--- src/rtl/counter_pkg.sv ---
// Shared definitions for the up/down counter family: direction/mode encodings
// and the load-value clamp helper.
package counter_pkg;

   localparam logic DIR_DOWN  = 1'b0;
   localparam logic DIR_UP    = 1'b1;
   localparam logic MODE_WRAP = 1'b0;
   localparam logic MODE_SAT  = 1'b1;

   // Counter variants up to this width share the clamp helper.
   localparam int unsigned CLAMP_W = 32;

   function automatic logic [CLAMP_W-1:0] clamp_to_max(
      input logic [CLAMP_W-1:0] value,
      input logic [CLAMP_W-1:0] max
   );
      if (value > max) begin
         return max;
      end else begin
         return value;
      end
   endfunction

endpackage

--- src/rtl/updown_counter_mod.sv ---
// Parametrised up/down modulo counter with enable, parallel load, wrap/saturate
// mode, terminal count, registered carry/borrow pulse and sticky ovf/unf flags.
module updown_counter_mod
   import counter_pkg::*;
#(
   parameter int unsigned WIDTH     = 4,
   parameter int unsigned MODULUS   = 16,
   parameter int unsigned RESET_VAL = 0
) (
   input  logic             clk,
   input  logic             rst,
   input  logic             en,
   input  logic             ctrl,
   input  logic             sat_mode,
   input  logic             load,
   input  logic [WIDTH-1:0] load_val,
   input  logic             clr_flags,
   output logic [WIDTH-1:0] out,
   output logic             tc,
   output logic             carry,
   output logic             ovf,
   output logic             unf
);

   localparam logic [WIDTH-1:0] MAX     = WIDTH'(MODULUS - 1);
   localparam logic [WIDTH-1:0] RST_V   = WIDTH'(RESET_VAL);
   localparam logic [WIDTH-1:0] ZERO    = {WIDTH{1'b0}};
   localparam logic [WIDTH-1:0] ONE_VAL = WIDTH'(1);

   logic [WIDTH-1:0] r_out;
   logic             r_carry;
   logic             r_ovf;
   logic             r_unf;

   logic [WIDTH-1:0] w_load_clamped;
   logic [WIDTH-1:0] w_next_out;
   logic             w_next_carry;
   logic             w_set_ovf;
   logic             w_set_unf;
   logic             w_next_ovf;
   logic             w_next_unf;

   assign w_load_clamped = WIDTH'(clamp_to_max(CLAMP_W'(load_val), CLAMP_W'(MAX)));

   // Next-state selection: load beats step, step beats hold; boundaries via explicit MAX/0 compare.
   always_comb begin
      w_next_out   = r_out;
      w_next_carry = 1'b0;
      w_set_ovf    = 1'b0;
      w_set_unf    = 1'b0;
      if (load) begin
         w_next_out = w_load_clamped;
      end else if (en) begin
         if (ctrl == DIR_UP) begin
            if (r_out == MAX) begin
               w_next_carry = 1'b1;
               w_set_ovf    = 1'b1;
               if (sat_mode == MODE_SAT) begin
                  w_next_out = MAX;
               end else begin
                  w_next_out = ZERO;
               end
            end else begin
               w_next_out = r_out + ONE_VAL;
            end
         end else begin
            if (r_out == ZERO) begin
               w_next_carry = 1'b1;
               w_set_unf    = 1'b1;
               if (sat_mode == MODE_SAT) begin
                  w_next_out = ZERO;
               end else begin
                  w_next_out = MAX;
               end
            end else begin
               w_next_out = r_out - ONE_VAL;
            end
         end
      end else begin
         w_next_out = r_out;
      end
   end

   // A boundary event in the same cycle as a clear leaves the flag set.
   assign w_next_ovf = w_set_ovf | (r_ovf & ~clr_flags);
   assign w_next_unf = w_set_unf | (r_unf & ~clr_flags);

   // State register: synchronous reset discards any count in progress.
   always_ff @(posedge clk) begin
      if (rst) begin
         r_out   <= RST_V;
         r_carry <= 1'b0;
         r_ovf   <= 1'b0;
         r_unf   <= 1'b0;
      end else begin
         r_out   <= w_next_out;
         r_carry <= w_next_carry;
         r_ovf   <= w_next_ovf;
         r_unf   <= w_next_unf;
      end
   end

   assign out   = r_out;
   assign carry = r_carry;
   assign ovf   = r_ovf;
   assign unf   = r_unf;
   assign tc    = (ctrl == DIR_UP) ? (r_out == MAX) : (r_out == ZERO);

endmodule

--- config.mk ---
export PLATFORM = sky130hd
export DESIGN_NAME = updown_counter_mod
export DESIGN_NICKNAME = d
export VERILOG_FILES = /design/src/rtl/counter_pkg.sv /design/src/rtl/updown_counter_mod.sv
export SDC_FILE = /design/constraint.sdc
export NUM_CORES = 1
export LEC_CHECK = 0
export ABC_AREA = 1
export ABC_CLOCK_PERIOD_IN_PS = 1900
export CORE_AREA = 5 5 42 44
export CTS_CLUSTER_DIAMETER = 150
export DETAILED_ROUTE_END_ITERATION = 8
export DIE_AREA = 0 0 47 49
export GPL_ROUTABILITY_DRIVEN = 0
export HOLD_SLACK_MARGIN = 0.12
export PLACE_DENSITY = 0.81
export SLEW_MARGIN = 20
export SYNTH_ARGS = -nofsm -noshare
export SYNTH_HDL_FRONTEND = slang
export SYNTH_SLANG_ARGS = --single-unit
--- constraint.sdc ---
create_clock -name clk -period 1.9 [get_ports clk]
set_input_delay 0.285 -clock clk [delete_from_list [all_inputs] [get_ports clk]]
set_output_delay 0.285 -clock clk [all_outputs]
set_load 0.01 [all_outputs]
Word level (Yosys, flattened, before mapping):

Index checks and enable logic that the tools add are counted.

* register bits after elaboration: 7
* output and inout bits: 8
* input bits: 11
* word-level logic and storage cells: 33

* equality and inequality tests: 1
* add/sub/neg operators: 2
* bitwise gates (word level): 6
* reductions and logical operators: 3
* muxes and demuxes: 17

Operator list (number)
* 2-to-1 mux 4 bit: 7
* 2-to-1 mux 1 bit: 10
* adder 4 x 1 -> 4 bit, second input constant: 1
* == test 4 bit, second input constant: 1
* zero test 4 bit: 1
* subtractor 4 x 1 -> 4 bit, second input constant: 1
* OR reduction 3 bit: 1
* bitwise AND 1 bit: 2
* inverter 1 bit: 2
* OR 1 bit: 2
* nonzero test 2 bit: 1

Longest topological paths before layout:

* word-level depth: 6
* depth in mapped cells: 10
* gate-level depth less buffers: 10

Least setup slack after synthesis:

OpenSTA, ideal clock, no wires.

* path kind: register to output
* from: register r_out[0], in the netlist out[0]
* to: output tc
* data required time: 1.615 ns
* slack: 0.490 ns
* path buffers: 0
* stages on the path, launching flop included: 9
* arrival time: 1.125 ns
* cell sequence: dfxtp_1 > inv_1 > ha_1 > inv_1 > nor2_4 > nand2_1 > nor2_1 > inv_1 > nand2_1

* cells in the longest elaborated chain, start to end: 2
* elaborated cells on any way between the ends: 3
* those cells by class: 1 x eq/ne; 1 x mux; 1 x reduce/logical

Ends and longest elaborated chain
* from (decl): RTL line updown_counter_mod.sv:30 `logic [WIDTH-1:0] r_out;`
* from (signal assigned): RTL line updown_counter_mod.sv:96 `r_out <= w_next_out;`
* == test 4 bit / zero test 4 bit (equally long branches): RTL line updown_counter_mod.sv:107 `assign tc = (ctrl == DIR_UP) ? (r_out == MAX) : (r_out == ZERO);`
* 2-to-1 mux 1 bit (*): RTL line updown_counter_mod.sv:107
* to (decl): RTL line updown_counter_mod.sv:19 `output logic tc,`

Mark *: on every way between the ends. The rest lies on a longest branch, timed or not.

Worst setup path in the final report:

* from: register r_out[2], in the netlist out[2]
* to: output out[2]

RTL lines
* to (decl): RTL line updown_counter_mod.sv:18 `output logic [WIDTH-1:0] out,`

No word-level cell between the ends.

==> metrics.md <==
| Metric | Value |
|---|---|
| Crit-path slowest cell | `clkdlybuf4s50_1` |
| Pre-CTS setup slack | `roughly 27 ps` |
| Mapped Nets | `between 90 and 100` |
| Global-route wire length before repair | `2.359 mm` |
| Sink Count | `7` |
| Worst hold slack | `473.5 ps` |
| DRT Pass-1 Iters | `4` |
| Io pins | `19` |
| Yosys warnings | `0` |
| Arrival time worst endpoint | `1430 ps` |
| Vias | `626` |
| Post-Synth Adder-Cell Area | `0.04866` |
| Crit-path max FO | `6` |
| Worst path top cell family by delay | `buffers and inverters` |
| Final TNS setup | `0 ps` |
| Layout area overhead | `55.72%` |
| Skew final | `1.067 ps` |
| Yosys reg bits | `7` |
| # setup viols final | `0` |
| Vias in the first global route | `562` |
| CP Class | `reg -> out` |
| Mux share of post-synthesis cell area | `0` |
| CTS tree | `yes` |
| Placed cell area | `between 700 and 800 um2` |
| Worst slew pin tran | `297.2 ps` |
| # DRC | `0` |
| PortBufs | `18` |
| CP Buf/Inv Count | `2` |
| Number of placement rows | `14` |
| Core box area | `0.001401 mm2` |
| PwrDens | `584.7 mW/mm2` |
| Initial antenna violation count | `0` |
| Slew HR | `0.8016` |
| Max Slew Vio Count | `0` |
| MaxCap Viol Count | `0` |
| Seq/Total Area, Yosys | `0.2725` |
| Nets | `130` |
| Max Buffers Root-to-Sink | `2` |
| CP Capture Type | `output port` |
| Complex-gate fraction of the synthesized area | `0.1460` |
| Num CTS Buffers | `3` |
| Unique masters post-synth | `17` |
| Largest family of logic cells by synthesized area | `simple AND/OR/NAND/NOR gates` |
| Worst Setup Start Kind | `flop` |
| Global Route Usage Sum | `0.1382` |
| Die ar. | `0.002303 mm2` |
| Die X | `47 um` |
| Final Critical Period | `1718 ps` |
| Final antenna-violating net count | `0` |
| Xor-xnor portion of the synthesized cell area | `0` |
| Share of post-route cells with drive strength above 1 | `0.1724` |
| Simple-Gate Fraction of Synth Area | `0.4161` |
| Grt total ovfl | `0` |
| WP data required | `1620 ps` |
| RSZ-0062 raised after global routing | `no` |
| Root Buffer | `clkbuf_4` |
| Gr busiest metal | `met2` |
| Initial Utilization | `0.3670` |
| Final Hold Vio Count | `0` |
| Final Util | `0.5714` |
| Post-Layout Cell Count | `132` |
| Routed len/inst | `about 11 um` |
| Peak VDD IR | `0.0004431 V` |
| GR Util met3 | `0.07011` |
| Clk Latency, worst-skew pair | `250 ps` |
| Fin crit share | `0.9040` |
| Final Worst Setup Slack | `182.4 ps` |
| Mean Syn Cell Area | `5.980 um2` |
| Mapped Cells | `86` |
| Placed cell count | `between 100 and 150` |
| Delay of the slowest critical-path stage | `530 ps` |
| Leak | `between 0.3 and 0.4 nW` |
| DPL Wire Length | `1.185 mm` |
| H-tree depth | `1` |
| Clk pin slew, worst setup/hold paths | `50 ps` |
| Final Cell Area | `800.8 um2` |
| Largest net degree at the start of global routing | `9` |
| ANT cells | `0` |
| Die H | `49 um` |
| Via density | `4.742` |
| Met2 Track Usage GR | `0.2059` |
| Detailed Route WL | `1.394 mm` |
| Hold Path Class | `reg -> reg` |
| DR iter-0 viols | `4` |
| Max Freq | `between 500 and 600 MHz` |
| GR Layer Usage met1 | `0.1700` |
| Post-layout power | `approximately 470 uW` |
| Crit path cell chain | `buf_4 -> clkdlybuf4s50_1` |
| Status | `completed` |
| Mapped cell area | `514.2 um2` |
repair_timing:
| action | CTS | global route |
|---|---|---|
| setup buffers | 0 | 0 |
| setup endpoints to repair | 1 | 1 |
| hold endpoints to repair | 0 | 0 |
| resized for setup | 2 | 4 |
| hold buffers | 0 | 0 |
cells in the mapped netlist:
| cell | instances | share of area |
|---|---|---|
| nor2_4 | 1 | 0.022 |
| nand2_1 | 26 | 0.19 |
| buf_4 | 1 | 0.015 |
| nor2_1 | 7 | 0.051 |
| o21ai_1 | 3 | 0.029 |
| nor2_2 | 2 | 0.024 |
| dfxtp_1 | 7 | 0.27 |
| a22oi_1 | 2 | 0.029 |
| nor3_1 | 1 | 0.0097 |
| a21oi_1 | 6 | 0.058 |
| nand3_2 | 1 | 0.019 |
| nand4_1 | 1 | 0.012 |
| nand3_1 | 9 | 0.088 |
| ha_1 | 2 | 0.049 |
| inv_1 | 13 | 0.095 |
| inv_2 | 1 | 0.0073 |
| o21ai_0 | 3 | 0.029 |
logic make-up (layout without fill, tap and decap cells):
group / Yosys count / in the layout
buffers and inverters: 15 / 45
AND/OR/NAND/NOR: 48 / 48
flip-flops: 7 / 7
adder cells (fa/ha/maj): 2 / 2
AO/OA/AOI/OAI: 14 / 14
state kept, by name, indices dropped and copies added, names as in the netlist:
signal	flops
carry	1
out	4
ovf	1
unf	1
cell usage in the layout (no fill, tap or decap), types with 2 or more instances in the layout:
master	n
clkdlybuf4s50_1	17
clkbuf_4	3
buf_4	9
o21ai_1	3
a21oi_1	6
nor2_2	2
nor2_1	7
nand3_1	9
dfxtp_1	5
ha_1	2
o21ai_0	3
a22oi_1	2
inv_1	13
nand2_1	26
area by class of cell:
cell class              count  area, um2
multi-input cells          64      314.1
fillers                   141      600.6
inverters                  14      52.55
clock buffers               4      26.28
repair buffers             27      242.7
well taps                  16      20.02
flip-flops and latches      7      145.1
per-layer routing:
layer | share of wire | routed length [um]
met1 | 0.42 | 590
met2 | 0.50 | 695
met3 | 0.070 | 97
met4 | 0.0079 | 11
met5 | 0 | 0
tightest hold or removal path, stage by stage (launching register included):
cell	delay, ps
dfxtp_1	300
nand3_1	70
o21ai_1	50
report_power, final:
part	total (mW)	internal, mW	switching (mW)	leakage [nW]
Sequential	0.171	0.157	0.0140	0.0584
Combinational	0.164	0.0839	0.0801	0.313
Clock	0.133	0.0800	0.0532	0.0150
path summary, 6_finish.rpt:
check / start / end / slack (ps) / depth (start not counted)
max: out[2]$_SDFFE_PP0P_ / out[2] / 180 / 2
min: ovf$_SDFF_PP0_ / ovf$_SDFF_PP0_ / 470 / 2
max reg2reg: out[0]$_SDFFE_PP0P_ / out[3]$_SDFFE_PP0P_ / 520 / 9
min reg2reg: ovf$_SDFF_PP0_ / ovf$_SDFF_PP0_ / 470 / 2
Power figures use the tool's default switching activity.
